$ cat src/rtl/rd_steer_pkg.sv
// Shared types and default sizing for the capture-buffer read-side controller.
package rd_steer_pkg;

    // Default geometry: 2048 x 8-bit capture buffer unloaded across 8 lanes.
    localparam int DEPTH_DEF = 2048;
    localparam int AW_DEF    = 11;
    localparam int DW_DEF    = 8;
    localparam int LANES_DEF = 8;
    localparam int SW_DEF    = 3;

    // Lane select value held while no pass has been started.
    localparam logic [SW_DEF-1:0] SEL_RESET = 3'b111;

    // Controller phases; the encoding is also visible on the debug state port.
    typedef enum logic [1:0] {
        IDLE   = 2'd0,
        STREAM = 2'd1,
        DRAIN  = 2'd2,
        DONE   = 2'd3
    } state_e;

endpackage

$ cat src/rtl/rd_skid2.sv
// Two-entry skid FIFO with flow-through: a word pushed into an empty FIFO is
// presented at the head in the same cycle, so a ready consumer sees no extra
// latency. Contents are discarded by flush.
module rd_skid2 #(
    parameter int DW = 8
) (
    input  logic          clk_i,
    input  logic          flush_i,
    input  logic          push_i,
    input  logic [DW-1:0] push_data_i,
    input  logic          pop_i,
    output logic [DW-1:0] head_data_o,
    output logic          head_valid_o,
    output logic [1:0]    count_o,
    output logic          empty_o
);

    logic [DW-1:0] e0_q;
    logic [DW-1:0] e1_q;
    logic [1:0]    cnt_q;
    logic          store;
    logic          deq;
    logic [1:0]    slot;

    assign empty_o      = (cnt_q == 2'd0);
    assign count_o      = cnt_q;
    assign head_valid_o = !empty_o || push_i;
    assign head_data_o  = !empty_o ? e0_q : (push_i ? push_data_i : '0);

    // A push that is consumed straight through the bypass never occupies a slot.
    assign store = push_i && !(empty_o && pop_i);
    assign deq   = pop_i && !empty_o;
    assign slot  = cnt_q - {1'b0, deq};

    // Shift-register storage: entry 0 is always the head.
    always_ff @(posedge clk_i) begin
        if (flush_i) begin
            cnt_q <= 2'd0;
            e0_q  <= '0;
            e1_q  <= '0;
        end else begin
            if (deq) e0_q <= e1_q;
            if (store && slot == 2'd0) e0_q <= push_data_i;
            if (store && slot == 2'd1) e1_q <= push_data_i;
            cnt_q <= cnt_q + {1'b0, store} - {1'b0, deq};
        end
    end

    // The issuer's credit accounting must never let a third word arrive.
    a_no_overflow: assert property (@(posedge clk_i) disable iff (flush_i)
        !(cnt_q == 2'd2 && push_i && !pop_i));

    // Nothing may be popped when nothing is presented.
    a_no_underflow: assert property (@(posedge clk_i) disable iff (flush_i)
        !(pop_i && !head_valid_o));

endmodule

$ cat src/rtl/rd_steer_ctrl.sv
// Read-side unload controller: once the writer reports the buffer full, sweep
// port-B addresses 0..DEPTH-1 and steer each returned word round-robin across
// the output lanes. Handshake: a word moves when lane_valid && lane_ready at a
// rising edge; lane_valid never drops and lane_data/selectline never change
// while a presented word waits for lane_ready.
module rd_steer_ctrl
    import rd_steer_pkg::*;
#(
    parameter int DEPTH = DEPTH_DEF,
    parameter int AW    = AW_DEF,
    parameter int DW    = DW_DEF,
    parameter int LANES = LANES_DEF,
    parameter int SW    = SW_DEF
) (
    input  logic          readclk,
    input  logic          reset,
    input  logic          start,
    input  logic          lock,
    input  logic          full,
    output logic          enb,
    output logic [AW-1:0] addrb,
    input  logic [DW-1:0] doutb,
    output logic [DW-1:0] lane_data,
    output logic [SW-1:0] selectline,
    output logic          lane_valid,
    input  logic          lane_ready,
    output logic          ensteer,
    output logic          complete,
    output logic          busy,
    output logic [1:0]    state_dbg
);

    localparam logic [AW:0]   DEPTH_CNT = (AW+1)'(DEPTH);
    localparam logic [SW-1:0] SEL_INIT  = {SW{SEL_RESET[0]}};

    state_e        state_q, state_d;
    logic          enb_q, enb_d;
    logic [AW-1:0] addr_q, addr_d;
    logic [AW:0]   issue_q, issue_d;
    logic [AW:0]   out_q, out_d;
    logic [SW-1:0] sel_q, sel_d;
    logic          rvalid_q;

    logic [DW-1:0] head_data;
    logic          head_valid;
    logic [1:0]    skid_count;
    logic          skid_empty;
    logic          xfer;
    logic [2:0]    pending;
    logic          credit_ok;

    rd_skid2 #(.DW(DW)) u_skid (
        .clk_i        (readclk),
        .flush_i      (reset),
        .push_i       (rvalid_q),
        .push_data_i  (doutb),
        .pop_i        (xfer),
        .head_data_o  (head_data),
        .head_valid_o (head_valid),
        .count_o      (skid_count),
        .empty_o      (skid_empty)
    );

    assign xfer = head_valid && lane_ready;

    // Words that will still need a skid slot: the read on the RAM port, the
    // response returning now and the stored words, less the word leaving now.
    // Issuing only while this is below 2 keeps the skid from overflowing and
    // still sustains one word per cycle when lane_ready stays high.
    assign pending   = 3'(enb_q) + 3'(rvalid_q) + 3'(skid_count) - 3'(xfer);
    assign credit_ok = (pending < 3'd2);

    // Next-state: FSM transitions, read issue and lane steering.
    always_comb begin
        state_d = state_q;
        enb_d   = 1'b0;
        addr_d  = addr_q;
        issue_d = issue_q;
        out_d   = out_q;
        sel_d   = sel_q;
        if (xfer) begin
            out_d = out_q + (AW+1)'(1);
            sel_d = sel_q + SW'(1);
        end
        case (state_q)
            IDLE: begin
                if (start && lock && full) begin
                    state_d = STREAM;
                    addr_d  = '0;
                    issue_d = '0;
                    out_d   = '0;
                    sel_d   = '0;
                end
            end
            STREAM: begin
                if (issue_q == DEPTH_CNT) begin
                    state_d = DRAIN;
                end else if (lock && credit_ok) begin
                    enb_d   = 1'b1;
                    addr_d  = issue_q[AW-1:0];
                    issue_d = issue_q + (AW+1)'(1);
                end
            end
            DRAIN: begin
                if (out_d == DEPTH_CNT) state_d = DONE;
            end
            DONE: begin
                if (!start) state_d = IDLE;
            end
            default: state_d = IDLE;
        endcase
    end

    // State registers; a RAM response already in flight at reset is dropped.
    always_ff @(posedge readclk) begin
        if (reset) begin
            state_q  <= IDLE;
            enb_q    <= 1'b0;
            addr_q   <= '0;
            issue_q  <= '0;
            out_q    <= '0;
            sel_q    <= SEL_INIT;
            rvalid_q <= 1'b0;
        end else begin
            state_q  <= state_d;
            enb_q    <= enb_d;
            addr_q   <= addr_d;
            issue_q  <= issue_d;
            out_q    <= out_d;
            sel_q    <= sel_d;
            rvalid_q <= enb_q;
        end
    end

    assign enb        = enb_q;
    assign addrb      = addr_q;
    assign lane_data  = head_data;
    assign lane_valid = head_valid;
    assign selectline = sel_q;
    assign ensteer    = (state_q == STREAM) || (state_q == DRAIN);
    assign busy       = (state_q == STREAM) || (state_q == DRAIN);
    assign complete   = (state_q == DONE);
    assign state_dbg  = state_q;

    // Between passes nothing may be left waiting in the skid.
    a_idle_empty: assert property (@(posedge readclk) disable iff (reset)
        (state_q == IDLE) |-> skid_empty);

endmodule

$ cat config.mk
export PLATFORM = sky130hd
export DESIGN_NAME = rd_steer_ctrl
export DESIGN_NICKNAME = d
export VERILOG_FILES = /design/src/rtl/rd_steer_pkg.sv /design/src/rtl/rd_skid2.sv /design/src/rtl/rd_steer_ctrl.sv
export SDC_FILE = /design/constraint.sdc
export NUM_CORES = 1
export LEC_CHECK = 0
export CAP_MARGIN = 15
export CELL_PAD_IN_SITES_DETAIL_PLACEMENT = 1
export CELL_PAD_IN_SITES_GLOBAL_PLACEMENT = 1
export CORE_ASPECT_RATIO = 1.25
export CORE_MARGIN = 5
export CORE_UTILIZATION = 35
export CTS_CLUSTER_DIAMETER = 30
export DETAILED_ROUTE_END_ITERATION = 16
export DONT_BUFFER_PORTS = 1
export PLACE_DENSITY = 0.64
export SLEW_MARGIN = 25
export SYNTH_ARGS = -nofsm -noshare
export SYNTH_HDL_FRONTEND = slang
export SYNTH_SLANG_ARGS = --single-unit
$ cat constraint.sdc
create_clock -name readclk -period 6.88 [get_ports readclk]
set_input_delay 0.688 -clock readclk [delete_from_list [all_inputs] [get_ports readclk]]
set_output_delay 0.688 -clock readclk [all_outputs]
set_load 0.1 [all_outputs]
==> run metrics <==
post-synthesis compound-gate area fraction 11.1%; total gr overflow 0; clock share of power 27.8%; FP Rows 38; Crit Path Max Fanout 14; commonest non-fill, non-tap cells in the layout 60 x dfxtp_1, 53 x nand2_1, 53 x nor2_1; port bufs 0; syn nets 394; maxcap violations 0; CTS buffer count 9; sequential area share after synthesis 39.5%; Residual DRC 0; Worst R2R End issue_q[3]$_SDFFE_PP0P_; global-route wire length before repair 12,700 um; synth-to-layout area growth 7.95%; via-per-instance ratio 5.04; Cell variety after synth 48; Fin Clk Skew 11.8 ps; Synth Flop Type dfxtp_1; antenna cells 0; CP arrival 3870 ps; die area 0.0107 mm2; Critical Path RT 7080 ps; Core Region 0.00861 mm2; Synth Area in Simple Gates 28.6%; sequential share of power 43.9%; Mapped Cells 367; drt total wl 7530 um; hold path cells 1; Final nets 388; Clock Latency Late Sink 340 ps; dominant cells by area after synthesis dfxtp_1 40%, nand2_1 6.5%, nor2_1 6.5%, ha_1 4.9%, xnor2_1 3.7%; Final Cycle Share 53.4%; async set-or-reset flop fraction in the synthesized netlist 0%; Crit. End Element flop; maximum clock path buffer count 2; Hold Startpoint reset; DR vias 2,448; largest family of logic cells by synthesized area simple AND/OR/NAND/NOR gates; routability cong. 0.735; Worst Hold Path EP state_dbg[0]$_SDFFE_PP0P_; Cells after DPL 470; Synth Register Bits 60; clock sink total 60; largest net degree at the start of global routing 42; Slew Viols, Final 0; post-CTS setup buffers 0; WL/cell 15.5 um; Hold Violations, Final 0; Sw Share 43.7%; leading area contributor after synthesis dfxtp_1; VDD IR max 121 uV; Internal Pwr Total 0.602 mW; CTS H-tree depth 3; Lkg Pwr 1.21 nW; final non-filler cell total 486; I/O pin total 43; top cell type's share of synthesized area 39.5%; Fin Setup TNS 0 ps; vias in the first global route 2,555; Final ANT Viol Nets 0; Yosys warnings 0; CTS Hold Buffers Added 0; Mapped Avg Cell Area 8.28 um2; hpwl dp 5330 um; post-CTS sizing 0; Post-synth EDFFs 0; Synth Area in XOR/XNOR 6.92%; Detailed Routing Iterations Pass 1 4; Root Driver clkbuf_8; Starting Density 35.3%; worst-margin pin slew 1080 ps; GRT Total Usage 15.2%; fmax 272 MHz; min cycle time layout 3670 ps; Reg-to-Reg Start rvalid_q$_SDFF_PP0_; DRT iter0 DRCs 81; initial antenna violation count 0; Slew headroom 27.9%; worst reg-to-reg path cell count 14; post-synthesis mux area share 3.33%; pwr dens 326 mW/mm2; RSZ-0062 raised after global routing no; post-synthesis adder-cell area fraction 5.60%; Comb pwr share 28.2%; Post-Syn Area 0.00304 mm2; run status finished, final reports clean; startpoint types flop; DIE HEIGHT 114 um; reg2reg setup slack 3210 ps; Clk pin slew, worst setup/hold paths 70 ps; Die X-Extent 93.3 um; CTS tree built; Final setup viols 0; share of post-route cells with drive strength above 1 6.28%; critical path class reg -> reg; Net Sw Power 0.468 mW; commonest non-fill, non-tap cell in the layout dfxtp_1; min-delay worst type in -> reg
## critical path, cell delays in order (launching register included)
cell      delay (ps)
dfxtp_1          450
o31ai_4          460
inv_2            190
ha_1             310
inv_1             40
ha_1             260
a21o_1           160
fa_1             370
xor2_1           140
nand3b_1         110
o21ai_1          220
and2_1           430
nand4_1          170
xor2_1           160
nor2_1            50
## routing by layer
metal | global-route usage, % | routed length (um) | vias to the layer above | share of wire (%)
met1 | 17.2 | 3220 | 1167 | 43
met3 | 3.88 | 340 | 12 | 4.5
met4 | 7.33 | 156 | 0 | 2.1
met5 | 0 | 0 | - | 0
met2 | 26.4 | 3810 | 27 | 51
li1 | - | - | 1242 | -
## cell type report
| type | instances | area [um2] |
|---|---|---|
| Clock buffer | 15 | 176 |
| Clock inverter | 1 | 5.00 |
| Fill cell | 1049 | 5330 |
| Inverter | 15 | 56.3 |
| Multi-Input combinational cell | 275 | 1690 |
| Sequential cell | 60 | 1200 |
| Tap cell | 120 | 150 |
## cell families after synthesis
family | Yosys count
flip-flops | 60
buffers and inverters | 32
AO/OA/AOI/OAI | 47
AND/OR/NAND/NOR | 181
multiplexers | 10
adder cells (fa/ha/maj) | 13
XOR/XNOR | 24
## worst max-delay path by stage
stage / from / slack (ps) / endpoint / cells past startpoint
2_1_floorplan: rvalid_q$_SDFF_PP0_ / 3520 / issue_q[3]$_SDFFE_PP0P_ / 17
3_3_place_gp: rvalid_q$_SDFF_PP0_ / 3280 / issue_q[3]$_SDFFE_PP0P_ / 14
3_5_place_dp: rvalid_q$_SDFF_PP0_ / 3190 / issue_q[3]$_SDFFE_PP0P_ / 14
4_1_cts: rvalid_q$_SDFF_PP0_ / 3180 / issue_q[3]$_SDFFE_PP0P_ / 14
5_1_grt: rvalid_q$_SDFF_PP0_ / 2820 / addrb[1]$_SDFFE_PP0P_ / 14
6_report: rvalid_q$_SDFF_PP0_ / 3210 / issue_q[3]$_SDFFE_PP0P_ / 14
## stage by stage
stage	total power, mW	util [%]	area [um2]	hold slack (ps)	worst slack, ps
after CTS	1.09	38.1	3280	391	3180
after global routing	1.13	38.1	3280	390	2820
after floorplan	0.741	-	3040	454	3520
after detailed placement	0.785	36.0	3100	469	3190
after global placement	0.779	36.0	3100	456	3280
final	1.07	38.1	3280	409	3210
## registers in the layout, indices dropped and copies added (netlist names)
name,count
out_q,12
enb,1
issue_q,12
selectline,3
rvalid_q,1
u_skid.count_o,2
addrb,11
u_skid.e1_q,8
state_dbg,2
u_skid.e0_q,8
## cell usage after synthesis (all sizes together) (3+ instances only)
cell    count
mux2i       9
a21oi      19
and4        3
nor2       53
xnor2      13
clkbuf      9
xor2       11
and3       13
dfxtp      60
nand3      20
and2        4
buf         8
o21ai       5
a21o        4
or3         4
nor3        9
nand2b      3
nor4        4
a311oi      8
nor3b       4
ha         12
nand4       5
inv        14
nand2      53
## power groups by stage
stage,clock network (mW),registers [mW],logic (mW)
finish,0.298,0.470,0.302
detailed placement,0,0.478,0.307
global placement,0,0.478,0.301
global route,0.327,0.473,0.332
CTS,0.310,0.471,0.309
floorplan,0,0.466,0.275
Power figures use the tool's default switching activity.
